`src/rtl/cpu_pkg.sv`:
```
// cpu_pkg: shared definitions for the 8-bit CPU control path.
//   - opcode and ALU function code constants
//   - T-state / HALT encoding of the sequencer
//   - bit positions of the internal control word
//   - helpers for the idle word and ALU-opcode classification
package cpu_pkg;

   localparam int OPCODE_WIDTH = 4;
   localparam int FN_WIDTH     = 3;

   localparam logic [OPCODE_WIDTH-1:0] OP_NOP = 4'h0;
   localparam logic [OPCODE_WIDTH-1:0] OP_LDA = 4'h1;
   localparam logic [OPCODE_WIDTH-1:0] OP_ADD = 4'h2;
   localparam logic [OPCODE_WIDTH-1:0] OP_SUB = 4'h3;
   localparam logic [OPCODE_WIDTH-1:0] OP_MUL = 4'h4;
   localparam logic [OPCODE_WIDTH-1:0] OP_DIV = 4'h5;
   localparam logic [OPCODE_WIDTH-1:0] OP_AND = 4'h6;
   localparam logic [OPCODE_WIDTH-1:0] OP_OR  = 4'h7;
   localparam logic [OPCODE_WIDTH-1:0] OP_STA = 4'h8;
   localparam logic [OPCODE_WIDTH-1:0] OP_OUT = 4'h9;
   localparam logic [OPCODE_WIDTH-1:0] OP_JMP = 4'hA;
   localparam logic [OPCODE_WIDTH-1:0] OP_JZ  = 4'hB;
   localparam logic [OPCODE_WIDTH-1:0] OP_HLT = 4'hF;

   localparam logic [FN_WIDTH-1:0] FN_ADD  = 3'b000;
   localparam logic [FN_WIDTH-1:0] FN_SUB  = 3'b001;
   localparam logic [FN_WIDTH-1:0] FN_MUL  = 3'b010;
   localparam logic [FN_WIDTH-1:0] FN_DIV  = 3'b011;
   localparam logic [FN_WIDTH-1:0] FN_AND  = 3'b100;
   localparam logic [FN_WIDTH-1:0] FN_OR   = 3'b101;
   localparam logic [FN_WIDTH-1:0] FN_HOLD = 3'b110;

   typedef enum logic [2:0] {
      ST_T1   = 3'd0,
      ST_T2   = 3'd1,
      ST_T3   = 3'd2,
      ST_T4   = 3'd3,
      ST_T5   = 3'd4,
      ST_T6   = 3'd5,
      ST_HALT = 3'd6
   } state_t;

   // Control word: one bit per strobe, ALU function code in the top bits.
   localparam int CW_PC_OUT  = 0;
   localparam int CW_PC_INC  = 1;
   localparam int CW_PC_LOAD = 2;
   localparam int CW_MAR_IN  = 3;
   localparam int CW_RAM_OUT = 4;
   localparam int CW_RAM_IN  = 5;
   localparam int CW_IR_IN   = 6;
   localparam int CW_IR_OUT  = 7;
   localparam int CW_A_IN    = 8;
   localparam int CW_A_OUT   = 9;
   localparam int CW_B_IN    = 10;
   localparam int CW_ALU_EN  = 11;
   localparam int CW_OUT_IN  = 12;
   localparam int CW_FN_LSB  = 13;
   localparam int CW_WIDTH   = CW_FN_LSB + FN_WIDTH;

   typedef logic [CW_WIDTH-1:0] ctrl_word_t;

   // All strobes low, ALU told to hold its result.
   function automatic ctrl_word_t cw_idle();
      ctrl_word_t cw;
      cw = '0;
      cw[CW_FN_LSB +: FN_WIDTH] = FN_HOLD;
      return cw;
   endfunction

   function automatic logic is_alu_op(logic [OPCODE_WIDTH-1:0] op);
      return (op >= OP_ADD) && (op <= OP_OR);
   endfunction

endpackage

```
`src/rtl/control_sequencer_if.sv`:
```
// control_sequencer_if: bundle between the sequencer and the datapath.
//   inputs to sequencer : en, ir_opcode, a_zero
//   outputs to datapath : PC/MAR/RAM/IR/A/B/OUT strobes, alu_fn, alu_en, halted
//   master = sequencer side, slave = datapath side.
interface control_sequencer_if;
   import cpu_pkg::*;

   logic                    en;
   logic [OPCODE_WIDTH-1:0] ir_opcode;
   logic                    a_zero;
   logic                    pc_out;
   logic                    pc_inc;
   logic                    pc_load;
   logic                    mar_in;
   logic                    ram_out;
   logic                    ram_in;
   logic                    ir_in;
   logic                    ir_out;
   logic                    a_in;
   logic                    a_out;
   logic                    b_in;
   logic [FN_WIDTH-1:0]     alu_fn;
   logic                    alu_en;
   logic                    out_in;
   logic                    halted;

   modport master (
      input  en, ir_opcode, a_zero,
      output pc_out, pc_inc, pc_load, mar_in, ram_out, ram_in, ir_in, ir_out,
             a_in, a_out, b_in, alu_fn, alu_en, out_in, halted
   );

   modport slave (
      output en, ir_opcode, a_zero,
      input  pc_out, pc_inc, pc_load, mar_in, ram_out, ram_in, ir_in, ir_out,
             a_in, a_out, b_in, alu_fn, alu_en, out_in, halted
   );

endinterface

```
`src/rtl/control_decode.sv`:
```
// control_decode: combinational microcode ROM.
//   state  : current T-state / HALT
//   opcode : IR high nibble (only consulted in T3..T6)
//   a_zero : accumulator-zero flag (only consulted for JZ in T3)
//   cw     : control word (strobes + ALU function code)
// At most one bus-drive strobe is set in any entry.
module control_decode
   import cpu_pkg::*;
(
   input  state_t                  state,
   input  logic [OPCODE_WIDTH-1:0] opcode,
   input  logic                    a_zero,
   output ctrl_word_t              cw
);

   logic [FN_WIDTH-1:0] alu_code;

   // ALU codes follow the opcode order starting at ADD.
   assign alu_code = FN_WIDTH'(opcode - OP_ADD);

   always_comb begin
      cw = cw_idle();
      case (state)
         ST_T1: begin
            cw[CW_PC_OUT] = 1'b1;
            cw[CW_MAR_IN] = 1'b1;
         end
         ST_T2: begin
            cw[CW_RAM_OUT] = 1'b1;
            cw[CW_IR_IN]   = 1'b1;
            cw[CW_PC_INC]  = 1'b1;
         end
         ST_T3: begin
            case (opcode)
               OP_LDA, OP_ADD, OP_SUB, OP_MUL, OP_DIV, OP_AND, OP_OR, OP_STA: begin
                  cw[CW_IR_OUT] = 1'b1;
                  cw[CW_MAR_IN] = 1'b1;
               end
               OP_OUT: begin
                  cw[CW_A_OUT]  = 1'b1;
                  cw[CW_OUT_IN] = 1'b1;
               end
               OP_JMP: begin
                  cw[CW_IR_OUT]  = 1'b1;
                  cw[CW_PC_LOAD] = 1'b1;
               end
               OP_JZ: begin
                  cw[CW_IR_OUT]  = a_zero;
                  cw[CW_PC_LOAD] = a_zero;
               end
               default: ;
            endcase
         end
         ST_T4: begin
            if (opcode == OP_LDA) begin
               cw[CW_RAM_OUT] = 1'b1;
               cw[CW_A_IN]    = 1'b1;
            end else if (opcode == OP_STA) begin
               cw[CW_A_OUT]  = 1'b1;
               cw[CW_RAM_IN] = 1'b1;
            end else if (is_alu_op(opcode)) begin
               cw[CW_RAM_OUT] = 1'b1;
               cw[CW_B_IN]    = 1'b1;
            end
         end
         ST_T5: begin
            // ALU registers its result at the end of this state.
            if (is_alu_op(opcode)) cw[CW_FN_LSB +: FN_WIDTH] = alu_code;
         end
         ST_T6: begin
            // Function held so the ALU output stays valid while A captures it.
            if (is_alu_op(opcode)) begin
               cw[CW_FN_LSB +: FN_WIDTH] = alu_code;
               cw[CW_ALU_EN]             = 1'b1;
               cw[CW_A_IN]               = 1'b1;
            end
         end
         default: ;
      endcase
   end

endmodule

```
`src/rtl/control_sequencer.sv`:
```
// control_sequencer: T-state sequencer driving every datapath strobe.
//   clk : system clock, rising edge
//   clr : asynchronous active-high reset, forces T1 and idles all outputs
//   bus : control_sequencer_if.master (en, ir_opcode, a_zero in; strobes out)
// en=0 freezes the state and idles the outputs; the state's word reappears
// when en returns high.
module control_sequencer
   import cpu_pkg::*;
(
   input  logic                 clk,
   input  logic                 clr,
   control_sequencer_if.master  bus
);

   state_t     state_q;
   state_t     state_d;
   ctrl_word_t dec_cw;
   ctrl_word_t cw;

   control_decode u_decode (
      .state  (state_q),
      .opcode (bus.ir_opcode),
      .a_zero (bus.a_zero),
      .cw     (dec_cw)
   );

   always_ff @(posedge clk or posedge clr) begin
      if (clr) state_q <= ST_T1;
      else     state_q <= state_d;
   end

   always_comb begin
      state_d = state_q;
      if (bus.en) begin
         case (state_q)
            ST_T1: state_d = ST_T2;
            ST_T2: state_d = ST_T3;
            ST_T3: begin
               if (bus.ir_opcode == OP_HLT)
                  state_d = ST_HALT;
               else if (bus.ir_opcode == OP_LDA || bus.ir_opcode == OP_STA ||
                        is_alu_op(bus.ir_opcode))
                  state_d = ST_T4;
               else
                  state_d = ST_T1;
            end
            ST_T4:   state_d = is_alu_op(bus.ir_opcode) ? ST_T5 : ST_T1;
            ST_T5:   state_d = ST_T6;
            ST_T6:   state_d = ST_T1;
            ST_HALT: state_d = ST_HALT;
            default: state_d = ST_T1;
         endcase
      end
   end

   // clr idles outputs in the same cycle, not only after the state reset.
   always_comb begin
      cw = dec_cw;
      if (clr || !bus.en) cw = cw_idle();
   end

   assign bus.pc_out  = cw[CW_PC_OUT];
   assign bus.pc_inc  = cw[CW_PC_INC];
   assign bus.pc_load = cw[CW_PC_LOAD];
   assign bus.mar_in  = cw[CW_MAR_IN];
   assign bus.ram_out = cw[CW_RAM_OUT];
   assign bus.ram_in  = cw[CW_RAM_IN];
   assign bus.ir_in   = cw[CW_IR_IN];
   assign bus.ir_out  = cw[CW_IR_OUT];
   assign bus.a_in    = cw[CW_A_IN];
   assign bus.a_out   = cw[CW_A_OUT];
   assign bus.b_in    = cw[CW_B_IN];
   assign bus.alu_en  = cw[CW_ALU_EN];
   assign bus.out_in  = cw[CW_OUT_IN];
   assign bus.alu_fn  = cw[CW_FN_LSB +: FN_WIDTH];
   assign bus.halted  = (state_q == ST_HALT) && !clr;

endmodule

```
`src/flat_wrapper.sv`:
```
// flat-port wrapper written by rule: the top's interface ports become plain ports
module control_sequencer_flat import cpu_pkg::*;
  (clk, clr, bus_en, bus_ir_opcode, bus_a_zero, bus_pc_out, bus_pc_inc, bus_pc_load, bus_mar_in, bus_ram_out, bus_ram_in, bus_ir_in, bus_ir_out, bus_a_in, bus_a_out, bus_b_in, bus_alu_fn, bus_alu_en, bus_out_in, bus_halted);
  control_sequencer_if bus_i ();
  input  logic clk;
  input  logic clr;
  input wire logic [$bits(bus_i.en)-1:0] bus_en;
  input wire logic [$bits(bus_i.ir_opcode)-1:0] bus_ir_opcode;
  input wire logic [$bits(bus_i.a_zero)-1:0] bus_a_zero;
  output wire logic [$bits(bus_i.pc_out)-1:0] bus_pc_out;
  output wire logic [$bits(bus_i.pc_inc)-1:0] bus_pc_inc;
  output wire logic [$bits(bus_i.pc_load)-1:0] bus_pc_load;
  output wire logic [$bits(bus_i.mar_in)-1:0] bus_mar_in;
  output wire logic [$bits(bus_i.ram_out)-1:0] bus_ram_out;
  output wire logic [$bits(bus_i.ram_in)-1:0] bus_ram_in;
  output wire logic [$bits(bus_i.ir_in)-1:0] bus_ir_in;
  output wire logic [$bits(bus_i.ir_out)-1:0] bus_ir_out;
  output wire logic [$bits(bus_i.a_in)-1:0] bus_a_in;
  output wire logic [$bits(bus_i.a_out)-1:0] bus_a_out;
  output wire logic [$bits(bus_i.b_in)-1:0] bus_b_in;
  output wire logic [$bits(bus_i.alu_fn)-1:0] bus_alu_fn;
  output wire logic [$bits(bus_i.alu_en)-1:0] bus_alu_en;
  output wire logic [$bits(bus_i.out_in)-1:0] bus_out_in;
  output wire logic [$bits(bus_i.halted)-1:0] bus_halted;
  assign bus_i.en = bus_en;
  assign bus_i.ir_opcode = bus_ir_opcode;
  assign bus_i.a_zero = bus_a_zero;
  assign bus_pc_out = bus_i.pc_out;
  assign bus_pc_inc = bus_i.pc_inc;
  assign bus_pc_load = bus_i.pc_load;
  assign bus_mar_in = bus_i.mar_in;
  assign bus_ram_out = bus_i.ram_out;
  assign bus_ram_in = bus_i.ram_in;
  assign bus_ir_in = bus_i.ir_in;
  assign bus_ir_out = bus_i.ir_out;
  assign bus_a_in = bus_i.a_in;
  assign bus_a_out = bus_i.a_out;
  assign bus_b_in = bus_i.b_in;
  assign bus_alu_fn = bus_i.alu_fn;
  assign bus_alu_en = bus_i.alu_en;
  assign bus_out_in = bus_i.out_in;
  assign bus_halted = bus_i.halted;
  control_sequencer u_core (.clk(clk), .clr(clr), .bus(bus_i));
endmodule
```
`config.mk`:
```
export PLATFORM = sky130hd
export DESIGN_NAME = control_sequencer_flat
export DESIGN_NICKNAME = d
export VERILOG_FILES = /design/src/rtl/cpu_pkg.sv /design/src/rtl/control_sequencer_if.sv /design/src/rtl/control_decode.sv /design/src/rtl/control_sequencer.sv /design/src/flat_wrapper.sv
export SDC_FILE = /design/constraint.sdc
export NUM_CORES = 1
export LEC_CHECK = 0
export BUFFER_PORTS_ARGS = -buffer_cell sky130_fd_sc_hd__buf_4
export CAP_MARGIN = 20
export CORE_AREA = 2 2 39 41
export CTS_CLUSTER_DIAMETER = 50
export DETAILED_ROUTE_END_ITERATION = 8
export DIE_AREA = 0 0 41 43
export GPL_ROUTABILITY_DRIVEN = 0
export PLACE_DENSITY_LB_ADDON = 0.08
export REMOVE_ABC_BUFFERS = 1
export SLEW_MARGIN = 20
export SYNTH_ARGS = -nofsm -noshare
export SYNTH_HDL_FRONTEND = slang
export SYNTH_SLANG_ARGS = --single-unit
```
`constraint.sdc`:
```
create_clock -name clk -period 1.77 [get_ports clk]
set_input_delay 0.0885 -clock clk [delete_from_list [all_inputs] [get_ports clk]]
set_output_delay 0.0885 -clock clk [all_outputs]
set_load 0.01 [all_outputs]
```
-- After elaboration in Yosys (flattened, before gate mapping)
Cells that the tools add are included.
- muxes and demuxes: 30
- $lt $le $gt $ge: 2
- reduce and logical (&&, ||, !) cells: 11
- $add $sub $neg: 1
- equality and inequality tests: 18
- operator list (operator ; count):
    $eq 4x4->1 const B ; 5
    $pmux 3 s6 ; 1
    $eq 4x3->1 const B ; 4
    $mux 1 ; 16
    $mux 16 ; 1
    $mux 3 ; 4
    $pmux 1 s2 ; 6
    $eq 3x3->1 const B ; 3
    $reduce_or 9->1 ; 1
    $eq 4x2->1 const B ; 2
    $reduce_or 8->1 ; 1
    $eq 3x2->1 const B ; 2
    $eq 4x1->1 const B ; 1
    $ge 4x2->1 const B ; 1
    $le 4x3->1 const B ; 1
    $mux 2 ; 2
    $eq 3x1->1 const B ; 1
    $logic_not 3->1 ; 1
    $logic_or 1x1->1 ; 3
    $sub 3x2->3 const B ; 1
    $logic_and 1x1->1 ; 2
    $logic_not 1->1 ; 2
    $reduce_or 2->1 ; 1
- bits in registers: 3
- output and inout port bits: 17

-- Longest topological paths before layout
- word-level depth: 7
- depth in mapped cells: 4

-- Hierarchy
From an unflattened synthesis, not the netlist that was laid out.
- cell total of the unflattened synthesis: 82
- area total of the unflattened synthesis: 604.3 sq um
- modules (own cells, without submodules) (module ; seq. area each (sq um) ; area an instance (sq um) ; cells an instance ; instances):
    control_sequencer ; 75.1 ; 325.3 ; 44 ; 1
    control_decode ; 0.0 ; 279.0 ; 38 ; 1

-- Worst setup path before layout
No wires, ideal clock.
- kind: flip-flop to output port
- start point: register u_core.state_q[2]
- end point: output bus_ir_out
- arrival: 1.169 ns
- path slack: 0.512 ns
- stages on the path, launching flop included: 4
- path through: dfrtp_1 -> nor3_1 -> nand2_1 -> a211oi_1
- word-level cells in the longest chain between the ends: 3
- RTL lines (what ; RTL line ; text):
    start: declaration ; control_sequencer.sv:15 ; state_t state_q;
    start signal: assignment ; control_sequencer.sv:29 ; else state_q <= state_d;
    $eq 3x2->1 ; control_decode.sv:23 ; case (state)
    $mux 1 ; control_decode.sv:23 ;
    $mux 16 ; control_sequencer.sv:59 ; if (clr || !bus.en) cw = cw_idle();
    end: declaration ; flat_wrapper.sv:17 ; output wire logic [$bits(bus_i.ir_out)-1:0] bus_ir_out;
Every way passes these cells.

-- Worst setup path in the final report
- start point: register u_core.state_q[0]
- end point: output bus_b_in
- word-level cells in the longest chain between the ends: 3
- RTL lines (what ; RTL line ; text):
    $eq 3x2->1 ; control_decode.sv:23 ;
    $mux 1 ; control_decode.sv:23 ;
    $mux 16 ; control_sequencer.sv:59 ;
    end: declaration ; flat_wrapper.sv:20 ; output wire logic [$bits(bus_i.b_in)-1:0] bus_b_in;
Every way passes these cells.

==> flow_summary.yaml <==
timing:
  final-setup-viol-count: 0
  slew_headroom: 0.749
  worst_pin_slew_ps: 376
  tns_ps: 0
  period_share: 0.911
  hold_viol: 0
  period_minus_slack_ps: 1610
  fmaxAchievable_ghz: 0.620
  finClkSkew_ps: 2.58
  grt_setup_unrepaired: "no"
  drv_slew: 0
status:
  status: "complete, no violations"
clock_tree:
  clock-sinks: 3
  path_clk_slew_ps: 40
  numCtsBuffers: 3
  cts_tree: "yes"
  ctsRootBufferMaster: "clkbuf_4"
  h-tree-depth: 1
  clock_path_buffers: 2
  clock_latency_ps: 230
placement:
  post_dp_cell_area_um2: 639
  port_buffers: 24
  dp.cells: 101
  dpl.hpwl_um: 993
critical_path:
  crit_type: "reg2out"
  critical_path.cell_chain: "nor3b_2, nand2_1, nor3_1, buf_4"
  crit_slowest_cell: "dfrtp_1"
  crit_fanout: 12
  startpoint_type: "register"
  arrival_ps: 1520
  cp_top_family: "simple AND/OR/NAND/NOR gates"
  critPathBufInv: 1
  crit_path_start: "u_core.state_q[0]"
  required_ps: 1680
  slowest_delay_ps: 520
  critPathCaptureType: "primary output"
  r2r-start: "u_core.state_q[2]"
yosys:
  syn_avg_cell_area_um2: 7.10
  async_flop_share: 1.00
  synth.distinct_cells: 35
  synth-edff-count: 0
  syn_area_um2: 483
  synthFlopType: "dfrtp_1"
  yosys_warnings: 0
  ys_ff_latch: 3
  ys_seq_area_frac: 0.155
  syn_inst: 68
grt:
  grt_first_pass_wirelength_um: 1990
  grt_use_met3: 0
  globalRouteMet2Util: 0.275
  grt_pass1_vias: 482
  antenna_found_initial: 0
  grt_util_met1: 0.192
  busiest_layer: "met2"
  gr-total-overflow: 0
  grt.total_usage: 0.157
  grt_max_degree: 15
layout:
  area_growth_pct: 40.9
  final_cell_mix: "buf_4 (24), nand2_1 (7), nor3_1 (6)"
  final_nets: 99
  layout_commonest_cell: "buf_4"
  fill_cells: 140
  biggestRegsByFlops: "u_core.state_q: 3 flops"
  design_area_um2: 681
  finalCoreUtilization: 0.492
  largest_reg_flops: 3
  diodes: 0
  drive_above_1_share: 0.356
  max_flop_register: "u_core.state_q"
  finalNonFillerCells: 106
min_path:
  hp-start: "bus_en"
  hold_class: "in2reg"
run:
  maxCapViolCount: 0
detailed_routing:
  wirelength_um: 1330
  ant_nets: 0
  drtIter0Drc: 6
  drtPass1Iterations: 4
  num_vias: 559
  wire_per_inst_um: 12.6
  viasPerCell: 5.27
  route.detailed.drc: 0
pwr:
  cellPowerDensity_nw_per_um2: 872
  finalPower_mw: 0.593
  ir_drop_mv: 0.750
  p_leak_nw: 0.311
floorplanning:
  die_h_um: 43
  die-area_um2: 1760
  core_region_area_um2: 1380
  fp-row-count: 14
  start_util: 0.349
  die_w_um: 41
  io_pins: 25
==> stage by stage <==
stage          hold WS (ps)  worst slack [ps]
6_report                222               158
5_1_grt                 241              43.6
4_1_cts                 209              63.6
3_5_place_dp           1.12               321
3_3_place_gp           4.19               383
2_1_floorplan          -153               462
==> layout make-up <==
class	count	area, um2	share of cell area
repair buffers	25	190	0.279
clock buffers	4	26.3	0.0386
flip-flops and latches	3	75.1	0.110
multi-input cells	55	358	0.526
inverters	3	11.3	0.0165
well taps	16	20.0	0.0294
==> synth_stat cells, types with 2 or more instances <==
cell type / instances / area, um2
nand2_1: 7 / 26.3
nor3_1: 7 / 35.0
buf_2: 5 / 25.0
a21oi_1: 4 / 20.0
and3_1: 3 / 18.8
dfrtp_1: 3 / 75.1
inv_1: 3 / 11.3
nand4_1: 3 / 18.8
nor2b_1: 3 / 18.8
and2_1: 2 / 12.5
nand2b_1: 2 / 12.5
nand3_1: 2 / 10.0
xor2_1: 2 / 17.5
==> power by group <==
part,leakage [nW],internal (mW),switching (mW),total [mW]
registers,0.0376,0.103,0.0772,0.180
logic,0.259,0.154,0.141,0.295
clock network,0.0150,0.0843,0.0334,0.118
==> tightest hold or removal path, delay by kind of cell <==
family,cells,cell delay (ps)
AO/OA/AOI/OAI,1,90
buffers and inverters,2,220
==> path summary, 6_finish.rpt <==
check / endpoint / slack, ps / cells past startpoint
max: bus_b_in / 160 / 4
min: u_core.state_q[0] / 220 / 3
max reg2reg: u_core.state_q[1] / 650 / 2
min reg2reg: u_core.state_q[1] / 630 / 2
max in group asynchronous: u_core.state_q[1] / 1320 / 3
min in group asynchronous: u_core.state_q[0] / 320 / 3
==> logic make-up (layout without fill, tap and decap cells) <==
family                    Yosys count  count (layout)  share of synthesized area
and+or+nand+nor                    37              37                      0.453
AOI/OAI and AO/OA                  16              16                      0.241
buffers and inverters              10              32                      0.114
DFF                                 3               3                      0.155
xor gates and xnor gates            2               2                     0.0363
==> routing by layer <==
layer | wire length (um) | share of wire | vias up
met2 | 641 | 0.48 | 17
met3 | 82 | 0.062 | 0
met5 | 0 | 0 | -
li1 | - | - | 289
met4 | 0 | 0 | 0
met1 | 606 | 0.46 | 253
==> repair_timing <==
action,4_1_cts,5_1_grt
resized for setup,0,1
endpoints found under the hold margin,3,0
hold buffers,1,0
buffers inserted,0,0
setup endpoints to repair,0,1
No activity file was read; power rests on OpenSTA's default activity.
